**src/rtl/set_key_ctrl.sv**
```systemverilog
// Turns the active-low AH/AM set keys into single-cycle hour/minute increment pulses for the time or alarm datapath.
// Optional build macro: AUTO_REPEAT_EN enables hold-to-auto-repeat; when undefined each press yields exactly one pulse.
module set_key_ctrl #(
  parameter int unsigned DB_CYC   = 1_000_000,
  parameter int unsigned HOLD_CYC = 40_000_000,
  parameter int unsigned REP_CYC  = 10_000_000,
  parameter int unsigned CNT_W    = 26
) (
  input  logic       clk_50M,
  input  logic       rst,
  input  logic [3:0] state_mode,
  input  logic       AH_key,
  input  logic       AM_key,
  output logic       time_hour_inc,
  output logic       time_min_inc,
  output logic       alarm_hour_inc,
  output logic       alarm_min_inc,
  output logic       key_busy
);

  localparam longint unsigned CNT_SPAN = (64'd1 << CNT_W);

  if (longint'(DB_CYC) > CNT_SPAN || longint'(HOLD_CYC) > CNT_SPAN ||
      longint'(REP_CYC) > CNT_SPAN) begin : g_cfg_check
    $error("set_key_ctrl: CNT_W too narrow for the cycle parameters");
  end

  localparam logic [CNT_W-1:0] DB_LAST = CNT_W'(DB_CYC - 1);

  typedef enum logic [2:0] {
    S_IDLE   = 3'd0,
    S_FIRE   = 3'd1,
    S_HOLD   = 3'd2,
    S_FIRE_R = 3'd3,
    S_LOCK   = 3'd4
  } state_t;

  // Key vectors: bit 1 = AH, bit 0 = AM; 1 = released.
  logic [1:0]       r_sync_p0;
  logic [1:0]       r_sync_p1;
  logic [1:0]       r_deb;
  logic [1:0]       r_deb_d;
  logic [CNT_W-1:0] r_db_cnt [2];

  state_t           r_state;
  state_t           w_state_nxt;
  logic             r_own_ah;
  logic [3:0]       r_mode;
  logic             w_fire;
  logic [1:0]       w_press;
  logic             w_rel_own;
  logic             w_all_rel;
  logic             w_mode_chg;

  logic             r_time_hour;
  logic             r_time_min;
  logic             r_alarm_hour;
  logic             r_alarm_min;

  // Stage p0/p1: two-flop synchroniser, then per-key debounce
  always_ff @(posedge clk_50M or posedge rst) begin
    if (rst) begin
      r_sync_p0   <= 2'b11;
      r_sync_p1   <= 2'b11;
      r_deb       <= 2'b11;
      r_deb_d     <= 2'b11;
      r_db_cnt[0] <= '0;
      r_db_cnt[1] <= '0;
    end else begin
      r_sync_p0 <= {AH_key, AM_key};
      r_sync_p1 <= r_sync_p0;
      r_deb_d   <= r_deb;
      for (int k = 0; k < 2; k++) begin
        if (r_sync_p1[k] == r_deb[k]) begin
          r_db_cnt[k] <= '0;
        end else if (r_db_cnt[k] == DB_LAST) begin
          r_deb[k]    <= r_sync_p1[k];
          r_db_cnt[k] <= '0;
        end else begin
          r_db_cnt[k] <= r_db_cnt[k] + CNT_W'(1);
        end
      end
    end
  end

  assign w_press    = r_deb_d & ~r_deb;
  assign w_rel_own  = r_own_ah ? r_deb[1] : r_deb[0];
  assign w_all_rel  = &r_deb;
  assign w_mode_chg = (state_mode != r_mode);

`ifdef AUTO_REPEAT_EN
  localparam logic [CNT_W-1:0] HOLD_LD = CNT_W'(HOLD_CYC - 1);
  localparam logic [CNT_W-1:0] REP_LD  = CNT_W'(REP_CYC - 1);

  logic [CNT_W-1:0] r_timer;
  logic             w_load_hold;
  logic             w_load_rep;

  // Loaded on entry to a firing state, so the firing cycle itself is part of each interval.
  assign w_load_hold = (r_state == S_IDLE) && (|w_press);
  assign w_load_rep  = (r_state == S_HOLD) && (w_state_nxt == S_FIRE_R);

  always_ff @(posedge clk_50M or posedge rst) begin
    if (rst) begin
      r_timer <= '0;
    end else if (w_load_hold) begin
      r_timer <= HOLD_LD;
    end else if (w_load_rep) begin
      r_timer <= REP_LD;
    end else if (r_timer != '0) begin
      r_timer <= r_timer - CNT_W'(1);
    end
  end
`endif

  always_ff @(posedge clk_50M or posedge rst) begin
    if (rst) begin
      r_state  <= S_IDLE;
      r_own_ah <= 1'b0;
      r_mode   <= 4'd0;
    end else begin
      r_state <= w_state_nxt;
      if ((r_state == S_IDLE) && (|w_press)) begin
        r_own_ah <= w_press[1];
        r_mode   <= state_mode;
      end
    end
  end

  always_comb begin
    w_state_nxt = r_state;
    w_fire      = 1'b0;
    case (r_state)
      S_IDLE: begin
        if (|w_press) w_state_nxt = S_FIRE;
      end
      S_FIRE: begin
        if (w_mode_chg) begin
          w_state_nxt = S_LOCK;
        end else begin
          w_fire = 1'b1;
`ifdef AUTO_REPEAT_EN
          w_state_nxt = S_HOLD;
`else
          w_state_nxt = S_LOCK;
`endif
        end
      end
`ifdef AUTO_REPEAT_EN
      S_HOLD: begin
        // Release wins over a timeout landing in the same cycle.
        if (w_mode_chg || w_rel_own) begin
          w_state_nxt = S_LOCK;
        end else if (r_timer == '0) begin
          w_state_nxt = S_FIRE_R;
        end
      end
      S_FIRE_R: begin
        if (w_mode_chg) begin
          w_state_nxt = S_LOCK;
        end else begin
          w_fire      = 1'b1;
          w_state_nxt = S_HOLD;
        end
      end
`endif
      S_LOCK: begin
        if (w_all_rel) w_state_nxt = S_IDLE;
      end
      default: w_state_nxt = S_IDLE;
    endcase
  end

  // Stage p2: registered, mode-routed pulse outputs
  always_ff @(posedge clk_50M or posedge rst) begin
    if (rst) begin
      r_time_hour  <= 1'b0;
      r_time_min   <= 1'b0;
      r_alarm_hour <= 1'b0;
      r_alarm_min  <= 1'b0;
    end else begin
      r_time_hour  <= w_fire &  r_own_ah & (state_mode == 4'd1);
      r_time_min   <= w_fire & ~r_own_ah & (state_mode == 4'd1);
      r_alarm_hour <= w_fire &  r_own_ah & (state_mode == 4'd3);
      r_alarm_min  <= w_fire & ~r_own_ah & (state_mode == 4'd3);
    end
  end

  assign time_hour_inc  = r_time_hour;
  assign time_min_inc   = r_time_min;
  assign alarm_hour_inc = r_alarm_hour;
  assign alarm_min_inc  = r_alarm_min;
  assign key_busy       = (r_state != S_IDLE);

endmodule

```
**config.mk**
```make
export PLATFORM = sky130hd
export DESIGN_NAME = set_key_ctrl
export DESIGN_NICKNAME = d
export VERILOG_FILES = /design/src/rtl/set_key_ctrl.sv
export SDC_FILE = /design/constraint.sdc
export NUM_CORES = 1
export LEC_CHECK = 0
export ABC_AREA = 1
export CAP_MARGIN = 20
export CORE_MARGIN = 4
export CORE_UTILIZATION = 30
export DETAILED_ROUTE_END_ITERATION = 8
export SYNTH_ARGS = -nofsm -noshare
export SYNTH_HDL_FRONTEND = slang
export SYNTH_SLANG_ARGS = --single-unit
```
**constraint.sdc**
```tcl
create_clock -name clk_50M -period 2.5 [get_ports clk_50M]
set_input_delay 0.5 -clock clk_50M [delete_from_list [all_inputs] [get_ports clk_50M]]
set_output_delay 0.5 -clock clk_50M [all_outputs]
set_load 0.1 [all_outputs]
```
==> results.cfg <==
[layout]
utilization_pct = 35.5
final_nets = 543
layout_commonest_cell = nor2_1
mostFrequentLayoutCells = 126 x nor2_1, 120 x nand2_1, 63 x dfrtp_1
design_area_mm2 = 0.00450
area_growth_pct = 15.6
layout-drive-gt1-share_pct = 10.6
antenna_cells = 0

[drt]
drt_wl_total_mm = 8.12
first_iter_violations = 117
viasPerCell = 4.48
num_vias = 3172
wl_per_cell_um = 11.5
drt_first_pass_iters = 4
drc = 0
ant_nets = 0

[placement]
hpwl_mm = 5.89
routabilityCongestion = 0.909
port_buffers = 12
dp_slack_ps = 802
place_area_mm2 = 0.00419

[pwr]
p_seq_share_pct = 45.7
comb_power_share_pct = 3.2
p_clk_share_pct = 51.1
internal-power_w = 0.00198
ir_drop_uv = 439
swShare_pct = 23.1
p_leak_nw = 1.96
net-switching-power_w = 0.000593
power_density_mw_per_mm2 = 571

[sta]
final_hold_viol_count = 0
setup_slack_ps = 803
skew_ps = 4.80
rsz0062_at_grt = false
whs_ps = 355
min_period_ps = 1700
maxSlewViolCount = 0
finalSetupViolations = 0
post-route-period-util_pct = 67.9
fmax_mhz = 589
fin_setup_tns_ps = 0
worst_pin_slew_ps = 463
max_slew_margin_pct = 69.1

[hold_path]
holdPathStages = 0
hp-class = register to register

[die]
die_area_mm2 = 0.0149
die_x_um = 122
initial_core_util_pct = 30.7
num_rows = 41
coreArea_mm2 = 0.0127
num_io_pins = 13
die_y_um = 122

[worst_setup_path]
rr_worst_depth = 8
arrival_ps = 1200
critPathCaptureType = output pin
crit_required_ps = 2000
path_max_fanout = 4
crit_path_start_kind = register
worstSetupPathType = register to output pin

[status]
status = completed

[clock_network]
ctsResizeCount = 0
cts_tree = built
cts_max_level = 3
cts-root-buf = clkbuf_16
clk_path_buf_depth = 2
numCtsBuffers = 9
post_cts_buffers = 0
clkLatencyLatePin_ps = 330
clock_sinks = 71
hold_buffers = 0
clk_pin_slew_worst_paths_ps = 60

[grt]
grt_max_degree = 71
first_global_vias = 3120
grtUsageTotal_pct = 12.0
antenna_found_initial = 0
overflow = 0
grt_pass1_wl_mm = 14.4

[synth]
yosysUniqueCellTypes = 29
yosys_warnings = 0
synth-seq-area-share_pct = 45.9
synthCells = 511
avgSynthCellArea_um2 = 7.61
synth_fp_nets = 523
synth_seq_cells = 71
synth_area_mm2 = 0.00389

[job]
cap_violations = 0
==> metal layers <==
metal,share of wire (%),up-vias,wire [um],track usage [%]
met2,46,53,3700,18.7
met5,0,-,0,0
met3,3.1,17,249,2.74
met1,49,1479,3950,15.9
li1,-,1623,-,-
met4,2.7,0,219,5.53
==> flip-flops by register name, summed over array words and instances (netlist names), 2 cells and up <==
register / count
r_db_cnt: 52
r_deb_d: 2
r_sync_p1: 2
r_mode: 4
r_sync_p0: 2
r_state: 2
r_deb: 2
==> power groups by stage <==
stage               clock network, W  registers [W]   logic, W
floorplan                          0        0.00119  0.0000610
global placement                   0        0.00119  0.0000849
detailed placement                 0        0.00120  0.0000865
CTS                          0.00135        0.00117  0.0000867
global route                 0.00139        0.00118  0.0000967
finish                       0.00131        0.00117  0.0000833
==> per-stage QoR <==
stage | instances | power (W)
finish | 708 | 0.00257
global route | 708 | 0.00266
global placement | 692 | 0.00128
CTS | 708 | 0.00261
floorplan | 511 | 0.00125
detailed placement | 692 | 0.00128
==> critical path, stage by stage (launching register included) <==
cell and delay [ps]:
dfrtp_1 410, nor2_1 150, inv_1 80, buf_4 230
==> Yosys cell counts <==
cell      number  area share [%]
buf_12         1            0.51
nand3_4        2            0.90
buf_6          1            0.29
nand2_4        1            0.29
xor2_1        19             4.3
o21bai_1       2            0.39
o211ai_1       1            0.19
nand3b_1       1            0.19
nor3_1         2            0.26
dfrtp_1       63              41
nor2_1       126              12
o21ai_0        7            0.90
o32ai_1        1            0.23
and2_1         2            0.32
inv_2          1           0.096
nand2_1      120              12
dfstp_2        8             5.4
nor2_4         4             1.2
nand3_1       36             4.6
ha_1           4             1.3
nor2_2        14             2.3
nand4_1       10             1.6
a21oi_1        5            0.64
buf_2          2            0.26
o22ai_1        2            0.32
xnor2_1       13             2.9
nand2_2        4            0.64
inv_1         58             5.6
o21a_1         1            0.19
==> cell families (layout without fill, tap and decap cells) <==
family	count (synthesis)	count (layout)	share of synthesized area [%]
adder cells (fa/ha/maj)	4	4	1.29
buffers and inverters	63	88	6.75
flip-flops	71	71	45.9
AO/OA/AOI/OAI	19	19	2.86
XOR/XNOR	32	32	7.20
AND/OR/NAND/NOR	322	322	36.0
==> layout make-up <==
type                       count  area [um2]
multi-input combinational    377        1840
inverter                      59         221
timing repair buffer          13         128
tap                          172         215
clock inverter                 7        80.1
clock buffer                   9         225
fill                        1350        8170
sequential                    71        1790
==> final timing paths <==
path / startpoint / endpoint / slack [ps]
setup / recovery: r_state[2] / key_busy / 800
hold / removal: r_sync_p0[0] / r_sync_p1[0] / 360
setup reg to reg: r_db_cnt[0] / r_db_cnt[24] / 870
hold reg to reg: r_sync_p0[0] / r_sync_p1[0] / 360
max in group asynchronous: rst / r_deb_d[1] / 1610
min in group asynchronous: rst / r_sync_p0[0] / 500
Note: power is estimated with default switching activity, not from simulation.
